[src/rtl/tpiu_trace_tx_pkg.sv]
// Shared definitions for the TPIU trace transmitter: FSM states, sync and
// pad byte values, frame geometry and the data-byte encoding rule.
package tpiu_trace_tx_pkg;

  typedef enum logic [1:0] {
    ST_SYNC  = 2'd0,
    ST_FRAME = 2'd1,
    ST_PAD   = 2'd2
  } tpiu_state_e;

  // Full sync packet is FF FF FF 7F.
  localparam logic [7:0] SYNC_BYTE      = 8'hFF;
  localparam logic [7:0] SYNC_LAST_BYTE = 8'h7F;
  localparam logic [3:0] SYNC_LAST_IDX  = 4'd3;

  // Pad bytes: null ID change on even slots, zero on odd slots.
  localparam logic [7:0] PAD_EVEN = 8'h01;
  localparam logic [7:0] PAD_ODD  = 8'h00;

  // Frame geometry: byte 0 is the ID change, 1..14 data, 15 the aux byte.
  localparam int         FRAME_LEN     = 16;
  localparam logic [3:0] AUX_IDX       = 4'(FRAME_LEN - 1);
  localparam logic [3:0] LAST_DATA_IDX = AUX_IDX - 4'd1;

  // Odd slots carry the byte verbatim; even slots drop bit 0, which
  // travels in the aux byte instead.
  function automatic logic [7:0] encode_data(input logic [3:0] slot,
                                             input logic [7:0] d);
    return slot[0] ? d : {d[7:1], 1'b0};
  endfunction

endpackage

[src/rtl/tpiu_nibble_ser.sv]
// Byte-to-nibble serializer: a loaded byte goes out low nibble first,
// high nibble on the following cycle. last_nibble marks the high nibble.
module tpiu_nibble_ser (
  input  logic       trace_clk,
  input  logic       reset,
  input  logic       load,
  input  logic [7:0] byte_in,
  output logic [3:0] nibble,
  output logic       last_nibble
);

  logic [3:0] nibble_q;
  logic [3:0] high_q;
  logic       last_q;

  // Reset shows the first nibble of an FF sync byte with F still pending.
  always_ff @(posedge trace_clk or posedge reset) begin
    if (reset) begin
      nibble_q <= 4'hF;
      high_q   <= 4'hF;
      last_q   <= 1'b0;
    end else if (load) begin
      nibble_q <= byte_in[3:0];
      high_q   <= byte_in[7:4];
      last_q   <= 1'b0;
    end else begin
      nibble_q <= high_q;
      last_q   <= 1'b1;
    end
  end

  assign nibble      = nibble_q;
  assign last_nibble = last_q;

endmodule

[src/rtl/tpiu_trace_tx.sv]
// TPIU formatter transmitter: packs a byte stream into 16-byte frames with
// periodic full-sync packets and drives them one nibble per clock.
// Handshake: a byte moves when I_valid & O_ready at a rising edge; O_ready is
// a pure function of the current state and never looks at I_valid, while
// I_valid may be raised or dropped freely (a drop at a data slot pads out the
// rest of the frame).
module tpiu_trace_tx
  import tpiu_trace_tx_pkg::*;
#(
  parameter int pSYNC_FRAMES = 8
) (
  input  logic        trace_clk,
  input  logic        reset,
  input  logic [6:0]  I_id,
  input  logic [7:0]  I_data,
  input  logic        I_valid,
  output logic        O_ready,
  output logic [3:0]  O_tracedata,
  output logic        O_sync_active,
  output logic        O_frame_active,
  output logic [15:0] O_frame_count
);

  // State, byte index and flags describe the nibble currently on O_tracedata.
  tpiu_state_e state_q, state_d;
  logic [3:0]  byte_idx_q, byte_idx_d, next_idx;
  logic [7:0]  aux_q, aux_d;
  logic [7:0]  interval_q, interval_d;
  logic [15:0] count_q, count_d;
  logic        sync_active_q, frame_active_q;
  logic        load, last_nibble, start_frame, start_sync;
  logic [7:0]  load_byte;

  // Next data slot may be taken only from an unpadded frame, on the high
  // nibble of the slot before it.
  assign O_ready = (state_q == ST_FRAME) && last_nibble && (byte_idx_q < LAST_DATA_IDX);

  // Next-state and next-byte selection; every decision sits on a high nibble.
  always_comb begin
    state_d     = state_q;
    byte_idx_d  = byte_idx_q;
    aux_d       = aux_q;
    interval_d  = interval_q;
    count_d     = count_q;
    load        = 1'b0;
    load_byte   = SYNC_BYTE;
    start_frame = 1'b0;
    start_sync  = 1'b0;
    next_idx    = byte_idx_q + 4'd1;
    if (last_nibble) begin
      load = 1'b1;
      case (state_q)
        ST_SYNC: begin
          if (byte_idx_q == SYNC_LAST_IDX) begin
            if (I_valid) start_frame = 1'b1;
            else         start_sync  = 1'b1;
          end else begin
            byte_idx_d = next_idx;
            load_byte  = (next_idx == SYNC_LAST_IDX) ? SYNC_LAST_BYTE : SYNC_BYTE;
          end
        end
        ST_FRAME, ST_PAD: begin
          if (byte_idx_q == AUX_IDX) begin
            count_d = count_q + 16'd1;
            if (interval_q >= 8'(pSYNC_FRAMES - 1)) begin
              start_sync = 1'b1;
            end else if (I_valid) begin
              start_frame = 1'b1;
              interval_d  = interval_q + 8'd1;
            end else begin
              start_sync = 1'b1;
            end
          end else if (byte_idx_q == LAST_DATA_IDX) begin
            byte_idx_d = AUX_IDX;
            load_byte  = aux_q;
          end else begin
            byte_idx_d = next_idx;
            if (O_ready && I_valid) begin
              load_byte = encode_data(next_idx, I_data);
              if (!next_idx[0]) aux_d[next_idx[3:1]] = I_data[0];
            end else begin
              state_d   = ST_PAD;
              load_byte = next_idx[0] ? PAD_ODD : PAD_EVEN;
            end
          end
        end
        default: start_sync = 1'b1;
      endcase
      // Byte 0 carries I_id as sampled here; the serializer holds it from
      // then on, so later I_id changes cannot reach this frame.
      if (start_frame) begin
        state_d    = ST_FRAME;
        byte_idx_d = 4'd0;
        aux_d      = 8'h00;
        load_byte  = {I_id, 1'b1};
      end
      // Any sync restarts the count of frames toward the forced sync.
      if (start_sync) begin
        state_d    = ST_SYNC;
        byte_idx_d = 4'd0;
        interval_d = 8'd0;
        load_byte  = SYNC_BYTE;
      end
    end
  end

  // State registers; activity flags move in step with the serializer output.
  always_ff @(posedge trace_clk or posedge reset) begin
    if (reset) begin
      state_q        <= ST_SYNC;
      byte_idx_q     <= 4'd0;
      aux_q          <= 8'h00;
      interval_q     <= 8'd0;
      count_q        <= 16'd0;
      sync_active_q  <= 1'b1;
      frame_active_q <= 1'b0;
    end else begin
      state_q        <= state_d;
      byte_idx_q     <= byte_idx_d;
      aux_q          <= aux_d;
      interval_q     <= interval_d;
      count_q        <= count_d;
      sync_active_q  <= (state_d == ST_SYNC);
      frame_active_q <= (state_d != ST_SYNC);
    end
  end

  tpiu_nibble_ser u_ser (
    .trace_clk   (trace_clk),
    .reset       (reset),
    .load        (load),
    .byte_in     (load_byte),
    .nibble      (O_tracedata),
    .last_nibble (last_nibble)
  );

  assign O_sync_active  = sync_active_q;
  assign O_frame_active = frame_active_q;
  assign O_frame_count  = count_q;

endmodule

[config.mk]
export PLATFORM = sky130hd
export DESIGN_NAME = tpiu_trace_tx
export DESIGN_NICKNAME = d
export VERILOG_FILES = /design/src/rtl/tpiu_trace_tx_pkg.sv /design/src/rtl/tpiu_nibble_ser.sv /design/src/rtl/tpiu_trace_tx.sv
export SDC_FILE = /design/constraint.sdc
export NUM_CORES = 1
export LEC_CHECK = 0
export CAP_MARGIN = 10
export CORE_ASPECT_RATIO = 0.6
export CORE_MARGIN = 2
export CORE_UTILIZATION = 35
export DETAILED_ROUTE_END_ITERATION = 8
export SYNTH_ARGS = -nofsm -noshare
export SYNTH_HDL_FRONTEND = slang
export SYNTH_SLANG_ARGS = --single-unit
[constraint.sdc]
create_clock -name trace_clk -period 5.5 [get_ports trace_clk]
set_input_delay 1.1 -clock trace_clk [delete_from_list [all_inputs] [get_ports trace_clk]]
set_output_delay 1.1 -clock trace_clk [all_outputs]
set_load 0.01 [all_outputs]
---- Yosys cells after proc, flatten, opt, wreduce, memory -nomap -nowiden ----
Index checks and enable logic that the tools add are counted.
cells by class
  reduce and logical (&&, ||, !) cells .... 18
  magnitude comparators ................... 4
  muxes and demuxes ....................... 53
  div/mod/pow operators ................... 0
  eq/ne operators ......................... 12
  multipliers ............................. 0
  shifts and indexed selects .............. 0
  $add $sub $neg .......................... 3
  bitwise operators ....................... 0
operator list
  kind                                                  number
  2-to-1 mux 8 bit                                      19
  2-to-1 mux 4 bit                                      6
  adder 16 x 1 -> 16 bit (second input constant)        1
  one-hot mux 8 bit (2 select lines)                    1
  2-to-1 mux 1 bit                                      15
  2-to-1 mux 2 bit                                      7
  nonzero test 2 bit                                    6
  adder 8 x 1 -> 8 bit (second input constant)          1
  bitwise mux 8 bit                                     1
  equality test 4 x 2 -> 1 bit (second input constant)  2
  equality test 4 bit (second input constant)           2
  >= comparator 8 x 3 -> 1 bit (second input constant)  1
  != test 2 x 1 -> 1 bit (second input constant)        4
  != test 4 bit (second input constant)                 2
  one-hot mux 4 bit (2 select lines)                    1
  AND reduction 6 bit                                   1
  AND reduction 5 bit                                   1
  adder 4 x 1 -> 4 bit (second input constant)          1
  logical AND 1 bit                                     4
  zero test 2 bit                                       2
  < comparator 3 x 4 -> 1 bit (second input constant)   1
  < comparator 4 bit (second input constant)            1
  one-hot mux 1 bit (2 select lines)                    2
  AND reduction 4 bit                                   1
  7 further kinds                                       7
word-level totals
  output and inout port bits .............. 23
  input port bits ......................... 18
  RAM bits ................................ 0
  register bits ........................... 49
  bits in latches ......................... 0
  memory bits (read-only) ................. 0
  word-level logic and storage cells ...... 100
  memories ................................ 0

---- Logic depth before layout (Yosys ltp) ----
Gate-level depths: netlist of the first run.
  depth after elaboration ................. 12
  mapped depth ............................ 9
  gate-level depth less buffers ........... 7

---- Hierarchy ----
Synthesis of the first run repeated with hierarchy kept, for this count alone.
unflattened totals
  cells, all modules ...................... 259
  area total of the unflattened synthesis .. 2683.8 sq um
modules (own cells, without submodules)
  module           seq. area each (sq um)  times used  cells an instance  area each (sq um)
  tpiu_trace_tx    1002.2                  1           239                2309.7
  tpiu_nibble_ser  235.2                   1           20                 374.1

---- Worst setup path before layout of the first run ----
No wires, ideal clock.
  path kind ............................... input -> register
  from .................................... input port I_valid
  to ...................................... register aux_q[0]
  required time ........................... 5.367 ns
  library setup time ...................... 0.133 ns
  slack ................................... 3.010 ns
  buffers on the path ..................... 0
  arrival ................................. 2.357 ns
  stages on the path ...................... 5
  cell sequence ........................... or4b_1 -> nor4_1 -> a311oi_1 -> a32oi_1 -> nand2_1
on the way
  cells in the longest elaborated chain, start to end .. 7
  elaborated cells on any way between the ends .. 14
  classes of those cells .................. eq/ne (3); mux (7); reduce/logical (4)
RTL lines
  item                                                                    RTL line                                  RTL
  start: declaration                                                      tpiu_trace_tx.sv:16                       input logic I_valid,
  2-to-1 mux 1 bit                                                        tpiu_trace_tx.sv:55, tpiu_trace_tx.sv:67
  2-to-1 mux 1 bit                                                        tpiu_trace_tx.sv:65                       if (interval_q >= 8'(pSYNC_FRAMES - 1)) begin
  2-to-1 mux 1 bit                                                        tpiu_trace_tx.sv:63                       if (byte_idx_q == AUX_IDX) begin
  one-hot mux 1 bit (2 select lines)                                      tpiu_trace_tx.sv:52                       case (state_q)
  2-to-1 mux 1 bit                                                        tpiu_trace_tx.sv:50                       if (last_nibble) begin
  != test 2 x 1 -> 1 bit (no line) or nonzero test 2 bit (tied branches)  n/a
  AND reduction 6 bit (no line)                                           n/a
  end signal: assignment                                                  tpiu_trace_tx.sv:120                      aux_q <= aux_d;
  end: declaration                                                        tpiu_trace_tx.sv:27                       logic [7:0] aux_q, aux_d;
Several ways; a longest one is shown, not always the timed one. The select of a mux whose other input is x is not followed.
A chain may end at the register's enable or synchronous reset.

---- Worst setup path in the final report of the first run ----
Ends and elaborated chain as after synthesis.

==> results.txt, run 1 <==
top cell type's share of synthesized area: 0.376
Setup crit end kind: flip-flop
final antenna-violating net count: 0
CTS Buffer Depth: 2
Fill cells: 703
run status: finished, final reports clean
hold crit path type: reg -> reg
worst hold slack: 0.466 ns
Initial DRC Count: 194
EDFF count, synth: 0
share of cells above drive strength 1: 0.0833
crit path max-delay cell type: clkdlybuf4s50_1
die span in y: 71.5 µm
initial antenna violation count: 0
final cell count without fillers: 416
hold-fix buffers at CTS: 0
CP Class: in -> reg
share of synthesized flip-flops with an asynchronous set or reset: 1.00
Synth Area in Compound Gates: 0.183
total track usage: 0.170
die area: 0.00833 mm²
fin crit period: 3.27 ns
Seq/Total Area, Yosys: 0.465
Worst Tran Pin Value: 1.23 ns
via/cell ratio: 5.46
largest family of logic cells by synthesized area: simple AND/OR/NAND/NOR gates
first-pass GRT wire length: 11000 µm
ant diodes: 0
mux contribution to synthesized area: 0.00988
DR DRC count: 0
maximum VDD drop: 0.000160 V
Final Slew Violations: 0
Setup Buffers After CTS: 0
critical-path cell list: clkdlybuf4s50_1 -> or4b_1 -> nor4_1 -> a311oi_1 -> a32oi_1 -> nand2_1
final hold violation count: 0
Detail Placement HPWL: 4810 µm
synth unique cells: 56
crit path max fanout: 9
post-layout util: 0.454
routability cong.: 0.925
Mapped Cells: 272
clock root buffer: clkbuf_16
wirelength, routed: 6600 µm
Rows: 24
most common cell in the netlist: dfrtp_1
cell taking the most area after synthesis: dfrtp_1
Setup WS pre-CTS: 1.95 ns
vias in the first global route: 2103
Starting Density: 0.364
Layout area overhead: 24.7%
placed cell areas: 0.00315 mm²
Num CTS Buffers: 5
IO Port Bufs: 40
Vias: 2272
critical path data required time: 5.66 ns
Seq cells post-synth: 49
Tcrit/Tclk final: 0.595
post-DR wirelength/cell: 15.9 µm
Core Region: 0.00730 mm²
CTS Sinks: 49
xor/xnor share of the synthesized area: 0.0659
Avg Inst Size Synth: 9.78 µm²
fin area: 0.00331 mm²
TNS Setup: 0 ns
Post-Synth Simple-Gate Area: 0.193
setup ws final: 2.23 ns
skew final: 0.00516 ns
dominant cells by area after synthesis: dfrtp_1 38%, dfstp_2 8.9%, xnor2_1 4.0%, ha_1 3.8%, nand3_1 3.2%
Synth Flop Type: dfrtp_1
worst skew pair latency: 0.29 ns
critical path data arrival time: 3.43 ns
synth cell count leaders: 40 x dfrtp_1, 21 x nand2_1, 21 x nor2_1, 18 x inv_1, 17 x nand3_1
# placed instances: 408
die width: 117 µm
Mapped Nets: 298
P_leak: 1.42 nW
Synth warnings: 0
grt total ovfl: 0
Setup violations, final: 0
Crit path largest cell delay: 0.63 ns
total power: 1.49 mW
depth of the CTS H-tree: 2
Max Freq: 306 MHz
io pins: 41
drt first pass iters: 5
Reg clk slew, reported paths: 0.07 ns
# Max-Cap Violations: 0
largest net degree at the start of global routing: 50
pwr/cell area: 450 mW/mm²
Final nets: 337
Post-Synthesis Cell Area: 0.00266 mm²
CP startpoint kind: input port
RSZ-0062 raised after global routing: false
adder-cell area share of the yosys netlist: 0.0376
Worst slew margin: 0.173
CTS tree: built
PostCTS Resize Cnt: 0
[power breakdown]
group          internal, mW  total [mW]  switching [mW]  leakage (nW)
clock network         0.216       0.354           0.138        0.0810
registers             0.454       0.541          0.0870         0.601
logic                 0.252       0.597           0.344         0.735
[cell usage in the layout, fill, tap and decap left out, drive strengths merged, types with 7 or more instances in the layout]
master / synthesis / final
nand3: 17 / 17
o21ai: 8 / 8
and3: 7 / 7
xnor2: 12 / 12
a21oi: 12 / 12
clkdlybuf4s50: 0 / 40
nand4: 7 / 7
nor2: 21 / 21
dfstp: 9 / 9
xor2: 8 / 8
nand2: 21 / 21
dfrtp: 40 / 40
ha: 8 / 8
inv: 18 / 18
[worst max-delay path: cells and delay by family]
| family | cells | cell delay [ns] |
|---|---|---|
| buffers and inverters | 1 | 0.63 |
| AOI/OAI and AO/OA | 2 | 0.58 |
| and+or+nand+nor | 3 | 1.12 |
[registers in the layout, indices dropped and copies added, names as in the netlist]
signal	count
interval_q	8
u_ser.last_nibble	1
O_frame_active	1
state_q	2
O_frame_count	16
u_ser.nibble	4
aux_q	8
O_sync_active	1
u_ser.high_q	4
byte_idx_q	4
[path summary, 6_finish.rpt]
| path | from | end | slack, ns | cells after the start |
|---|---|---|---|---|
| max in group asynchronous | reset | interval_q[3] | 3.50 | 2 |
| setup / recovery | I_valid | aux_q[0] | 2.23 | 6 |
| setup reg to reg | byte_idx_q[1] | aux_q[2] | 2.75 | 6 |
| hold reg to reg | O_frame_count[15] | O_frame_count[15] | 0.47 | 1 |
| min in group asynchronous | reset | O_frame_count[14] | 1.38 | 2 |
| hold / removal | O_frame_count[15] | O_frame_count[15] | 0.47 | 1 |
[area by class of cell]
cell class	instances	area, µm²	area share
Timing Repair Buffer	41	408	0.123
Tap cell	104	130	0.0393
Inverter	19	71.3	0.0215
Clock buffer	6	129	0.0389
Clock inverter	2	38.8	0.0117
Sequential cell	49	1240	0.373
Multi-Input combinational cell	195	1300	0.392
[cells by family after synthesis]
group,Yosys count
xor gates and xnor gates,20
adders and majority gates,8
DFF,49
buffers and inverters,28
AOI/OAI and AO/OA,67
muxes,2
and+or+nand+nor,98
[layer usage]
metal / share of wire / wire length, µm / vias up / global-route usage
li1: - / - / 1078 / -
met1: 0.53 / 3470 / 1091 / 0.281
met2: 0.38 / 2540 / 93 / 0.218
met3: 0.081 / 534 / 10 / 0.0457
met4: 0.0091 / 60 / 0 / 0.0317
met5: 0 / 0 / - / 0
Note: power is estimated with default switching activity, not from simulation.
==> inputs of run 2 (changes only) <==
==> constraint.sdc (replaced) <==
create_clock -name trace_clk -period 3.2 [get_ports trace_clk]
set_input_delay 0.64 -clock trace_clk [delete_from_list [all_inputs] [get_ports trace_clk]]
set_output_delay 0.64 -clock trace_clk [all_outputs]
set_load 0.01 [all_outputs]
==> run 2 against run 1 <==
Effect of this change: combinational power grew 74%; register-to-register slack lost 2.2 ns; largest cell class unchanged; core utilization grew 0.43 points; via count shrank 0.97%; final area grew 0.94%; clock-buffer cell count shrank 1; sequential power grew 72%; sequential cell count is the same; sequential share of layout area shrank 0.35 points.
==> results.txt, run 2 (synthesis results as in run 1) <==
TNS Setup: 0 ns (unchanged)
die width: 117 µm (unchanged)
CP startpoint kind: input port
first-pass GRT wire length: 10400 µm (-5.1%)
drt first pass iters: 5 (unchanged)
CTS tree: built
Pint: 1.60 mW (+73%)
Fill cells: 703 (unchanged)
die area: 0.00833 mm² (unchanged)
final hold violation count: 0 (unchanged)
IO Port Bufs: 40 (unchanged)
Setup Buffers After CTS: 0 (unchanged)
Final nets: 341 (+1.2%)
P_leak: 1.44 nW (+1.7%)
crit path max fanout: 8 (-1)
io pins: 41 (unchanged)
max reg flops: 16 (unchanged)
grt total ovfl: 0 (unchanged)
final cell count without fillers: 420 (+0.96%)
Tcrit/Tclk final: 0.848
Switching Fraction: 0.380 (-0.00184)
vias in the first global route: 1965 (-6.6%)
Clock power frac: 0.235 (-0.002)
Worst Tran Pin Value: 1.10 ns (-0.135 ns)
routability cong.: 0.909 (-1.7%)
RR Startpoint: byte_idx_q[1]
Num CTS Buffers: 5 (unchanged)
Critical path buffers and inverters: 1 (unchanged)
Setup crit end kind: flip-flop
largest net degree at the start of global routing: 50 (unchanged)
fraction of power consumed by sequential logic: 0.362 (about the same)
maximum VDD drop: 0.000272 V (+70%)
skew final: 0.00910 ns (+0.00393 ns)
DR DRC count: 0 (unchanged)
initial antenna violation count: 0 (unchanged)
hold-fix buffers at CTS: 0 (unchanged)
ant diodes: 0 (unchanged)
via/cell ratio: 5.36 (-1.9%)
share of cells above drive strength 1: 0.0981 (+0.0148)
worst r2r dst: aux_q[2]
die span in y: 71.5 µm (unchanged)
Combinational Power Share: 0.403 (+0.003)
critical-path cell list: clkdlybuf4s50_1 -> or4b_1 -> nor4_1 -> a311oi_1 -> a32oi_1 -> nand2_1
flop2flop setup slack: 0.51 ns (-2.24 ns)
crit path max-delay cell type: nor4_1
run status: finished, final reports clean
family with the most delay on the worst path: simple AND/OR/NAND/NOR gates
min-delay src: O_frame_count[15]
Crit path largest cell delay: 0.61 ns (-0.02 ns)
depth of the CTS H-tree: 2 (unchanged)
Worst slew margin: 0.265 (+0.0921)
r2r worst-path depth: 7 (+1)
Final Slew Violations: 0 (unchanged)
Vias: 2250 (-0.97%)
post-DR wirelength/cell: 15.8 µm (about the same)
Detail Placement HPWL: 4870 µm (+1.3%)
RSZ-0062 raised after global routing: false
wirelength, routed: 6660 µm (+0.89%)
Endpoint, Worst Hold: O_frame_count[15]
final antenna-violating net count: 0 (unchanged)
Initial DRC Count: 188 (-3.1%)
Setup violations, final: 0 (unchanged)
fin crit period: 2.71 ns
PostCTS Resize Cnt: 0 (unchanged)
CP Class: in -> reg
# Max-Cap Violations: 0 (unchanged)
commonest non-fill, non-tap cells in the layout: 40 x dfrtp_1, 40 x clkdlybuf4s50_1, 21 x nor2_1, 21 x nand2_1
Core Region: 0.00730 mm² (unchanged)
worst skew pair latency: 0.29 ns (about the same)
critical path data arrival time: 2.87 ns (-0.56 ns)
Reg clk slew, reported paths: 0.07 ns (about the same)
clock root buffer: clkbuf_16
Rows: 24 (unchanged)
critical path data required time: 3.36 ns (-2.30 ns)
pwr/cell area: 769 mW/mm² (+71%)
total track usage: 0.164 (-0.00593)
CTS Buffer Depth: 2 (unchanged)
CTS Sinks: 49 (unchanged)
# placed instances: 412 (+0.98%)
Starting Density: 0.364 (unchanged)
Layout area overhead: 25.8%
switching power: 978 µW (+72%)
Max Freq: 369 MHz
hold path depth: 1 (unchanged)
hold crit path type: reg -> reg
[run 2: cell types whose count changed in the layout (fill, tap and decap cells not counted), sizes merged]
| cell | delta |
|---|---|
| inv | +1 |
| buf | +4 |
| clkbuf | -1 |
[run 2: power groups by stage]
stage | Clock (mW) | Sequential, mW | Combinational [mW]
after floorplan | 0 | 0.892 | 0.752
after global placement | 0 | 0.939 | 1.02
after detailed placement | 0 | 0.940 | 1.02
after CTS | 0.622 | 0.929 | 1.03
after global routing | 0.653 | 0.951 | 1.15
final | 0.605 | 0.932 | 1.04
[run 2: worst register-to-register path, cell delays in order, from the launching register on]
cell and delay [ns]:
dfrtp_1 0.51, ha_1 0.47, o211ai_1 0.19, nor4b_1 0.20, buf_4 0.14, a311oi_1 0.84, a21oi_1 0.08, o22ai_1 0.19
[run 2: cell type report]
cell class / instances / area [µm²] / area share
inverters: 19 / 71.3 / 0.0213
clock buffers: 5 / 125 / 0.0374
flip-flops and latches: 49 / 1240 / 0.370
multi-input cells: 195 / 1300 / 0.389
repair buffers: 45 / 438 / 0.131
clock inverters: 3 / 43.8 / 0.0131
well taps: 104 / 130 / 0.0389
[run 2: how the worst max path moves through the flow]
| stage | endpoint | from | cells after the start | slack [ns] |
|---|---|---|---|---|
| 6_report | aux_q[1] | I_valid | 6 | 0.49 |
| 5_1_grt | O_frame_active | byte_idx_q[1] | 6 | 0.30 |
| 4_1_cts | O_frame_active | state_q[0] | 7 | 0.55 |
| 3_5_place_dp | aux_q[1] | I_valid | 6 | 0.25 |
| 3_3_place_gp | aux_q[1] | I_valid | 6 | 0.27 |
| 2_1_floorplan | O_frame_active | state_q[0] | 8 | 1.14 |
[run 2: through the flow]
step | hold slack (ns) | setup slack, ns | instance area, µm² | util | total power, mW
2_1_floorplan | 0.474 | 1.14 | 2660 | - | 1.64
3_5_place_dp | 0.461 | 0.246 | 3180 | 0.435 | 1.96
4_1_cts | 0.472 | 0.549 | 3350 | 0.459 | 2.58
3_3_place_gp | 0.455 | 0.275 | 3180 | 0.435 | 1.96
6_report | 0.465 | 0.487 | 3350 | 0.459 | 2.57
5_1_grt | 0.479 | 0.303 | 3350 | 0.459 | 2.76
[run 2: layer usage]
layer | global-route usage | wire (µm) | vias up
met4 | 0.0357 | 21 | 0
met1 | 0.272 | 3540 | 1070
li1 | - | - | 1090
met2 | 0.209 | 2460 | 88
met3 | 0.0431 | 631 | 2
met5 | 0 | 0 | -
==> inputs of run 3 (changes only) <==
==> constraint.sdc (replaced) <==
create_clock -name trace_clk -period 2.2 [get_ports trace_clk]
set_input_delay 0.44 -clock trace_clk [delete_from_list [all_inputs] [get_ports trace_clk]]
set_output_delay 0.44 -clock trace_clk [all_outputs]
set_load 0.01 [all_outputs]
==> run 3 against run 2 <==
Effect of this change: die area unchanged; critical endpoint is now O_ready; clock power increased by 31%; power increased by 55%; worst hold slack improved by 0.0061 ns; sequential share of layout area decreased by 2.7 points; cell count increased by 6.7%; register-to-register slack got worse by 0.42 ns; global-route usage increased by 0.98 points; routed wire length increased by 4.1%; clock skew decreased by 0.0035 ns; final area increased by 8.0%.
==> results.txt, run 3 (synthesis results as in run 1) <==
drt first pass iters: 4 (-1)
initial antenna violation count: 0 (unchanged)
Final nets: 369 (+8.2%)
Starting Density: 0.364 (unchanged)
Layout area overhead: 35.9%
Detail Placement HPWL: 5240 µm (+7.5%)
CP Class: reg -> out
die span in y: 71.5 µm (unchanged)
clock root buffer: clkbuf_16
IO Port Bufs: 40 (unchanged)
ant diodes: 0 (unchanged)
maximum VDD drop: 0.000402 V (+48%)
Max Freq: 464 MHz
P_leak: 1.57 nW (+9.0%)
final cell count without fillers: 448 (+6.7%)
depth of the CTS H-tree: 2 (unchanged)
Initial DRC Count: 159 (-15%)
worst hold slack: 0.471 ns (+0.00612 ns)
CTS tree: built
TNS Setup: 0 ns (unchanged)
# placed instances: 437 (+6.1%)
# Max-Cap Violations: 0 (unchanged)
share of cells above drive strength 1: 0.203 (+0.105)
post-DR wirelength/cell: 15.5 µm (-2.4%)
worst skew pair latency: 0.29 ns (about the same)
pwr/cell area: 1100 mW/mm² (+44%)
wirelength, routed: 6930 µm (+4.1%)
Core Region: 0.00730 mm² (unchanged)
CP startpoint kind: flip-flop
skew final: 0.00555 ns (-0.00354 ns)
most common cell after layout, fill and taps aside: clkdlybuf4s50_1
first-pass GRT wire length: 11100 µm (+7.0%)
fin crit period: 2.16 ns
max reg flops: 16 (unchanged)
die area: 0.00833 mm² (unchanged)
routability cong.: 0.930 (+2.3%)
CTS Buffer Depth: 2 (unchanged)
io pins: 41 (unchanged)
RSZ-0062 raised after global routing: true
Rows: 24 (unchanged)
DR DRC count: 0 (unchanged)
die width: 117 µm (unchanged)
Worst slew margin: 0.725 (+0.460)
crit path max-delay cell type: clkdlybuf4s50_1
Tcrit/Tclk final: 0.981
via/cell ratio: 5.33 (-0.58%)
grt total ovfl: 0 (unchanged)
crit path max fanout: 6 (-2)
commonest non-fill, non-tap cells in the layout: 40 x clkdlybuf4s50_1, 38 x dfrtp_1, 32 x buf_4
CTS Sinks: 49 (unchanged)
Num CTS Buffers: 5 (unchanged)
Crit path largest cell delay: 0.53 ns (-0.08 ns)
run status: finished, final reports clean
Reg clk slew, reported paths: 0.07 ns (about the same)
critical-path cell list: buf_4 -> nand3_1 -> and3_1 -> clkdlybuf4s50_1
hold-fix buffers at CTS: 0 (unchanged)
Worst Tran Pin Value: 0.407 ns (-0.691 ns)
Vias: 2386 (+6.0%)
Setup crit end kind: output port
Final Slew Violations: 0 (unchanged)
largest net degree at the start of global routing: 50 (unchanged)
hold crit path type: reg -> reg
final antenna-violating net count: 0 (unchanged)
critical path data required time: 1.76 ns (-1.60 ns)
critical path data arrival time: 1.72 ns (-1.15 ns)
final hold violation count: 0 (unchanged)
total track usage: 0.174 (+0.00982)
vias in the first global route: 2183 (+11%)
Setup violations, final: 0 (unchanged)
==> run 3: cell count changes in the layout (fill, tap and decap cells not counted), moves of 2 or more <==
cell,change
nor3_2,+2
buf_4,+27
nor4_4,+2
dfrtp_1,-2
clkinvlp_4,+3
dfrtp_2,+2
nor3_1,-2
==> run 3: power breakdown <==
| group | internal, mW | total (mW) | leakage [nW] | switching (mW) |
|---|---|---|---|---|
| combinational | 0.861 | 1.87 | 0.905 | 1.01 |
| sequential | 1.14 | 1.33 | 0.599 | 0.187 |
| clock | 0.430 | 0.795 | 0.0680 | 0.365 |
| total | 2.43 | 3.99 | 1.57 | 1.56 |
==> run 3: per-stage QoR <==
step            util  power (mW)  instance area [µm²]  worst slack (ns)
4_1_cts        0.484        3.91                 3530            0.0207
3_5_place_dp   0.463        3.10                 3380            -0.290
6_report       0.495        3.99                 3610            0.0428
2_1_floorplan      -        2.39                 2660             0.140
3_3_place_gp   0.463        3.05                 3380            -0.233
5_1_grt        0.495        4.27                 3610           -0.0381
==> run 3: what timing repair did <==
item | 4_1_cts | 5_1_grt
setup endpoints to repair | 1 | 26
resized for setup | 2 | 11
pin swaps | 0 | 1
buffers inserted | 0 | 3
==> run 3: metal layers <==
layer | track usage | part of all wire | vias up
met5 | 0 | 0 | -
met3 | 0.0550 | 0.094 | 6
met1 | 0.277 | 0.51 | 1145
met2 | 0.224 | 0.39 | 90
li1 | - | - | 1145
met4 | 0.0437 | 0.0088 | 0
==> run 3: final timing paths <==
path,startpoint,endpoint,slack [ns],cells past startpoint
min in group asynchronous,reset,O_frame_count[14],0.51,3
max reg2reg,state_q[0],aux_q[3],0.09,9
min reg2reg,O_frame_count[15],O_frame_count[15],0.47,1
max in group asynchronous,reset,O_sync_active,1.41,3
max,byte_idx_q[1],O_ready,0.04,4
min,O_frame_count[15],O_frame_count[15],0.47,1
==> run 3: layout make-up <==
class | count | area (µm²)
Fill cell | 681 | 3680
Tap cell | 104 | 130
Clock buffer | 5 | 125
Sequential cell | 49 | 1240
Clock inverter | 3 | 26.3
Inverter | 19 | 75.1
Timing Repair Buffer | 73 | 661
Multi-Input combinational cell | 195 | 1360
==> run 3: worst max-delay path: cells and delay by family (launching register included) <==
family                 cells  cell delay [ns]
AND/OR/NAND/NOR            2             0.33
buffers and inverters      2             0.69
flip-flops                 1             0.40
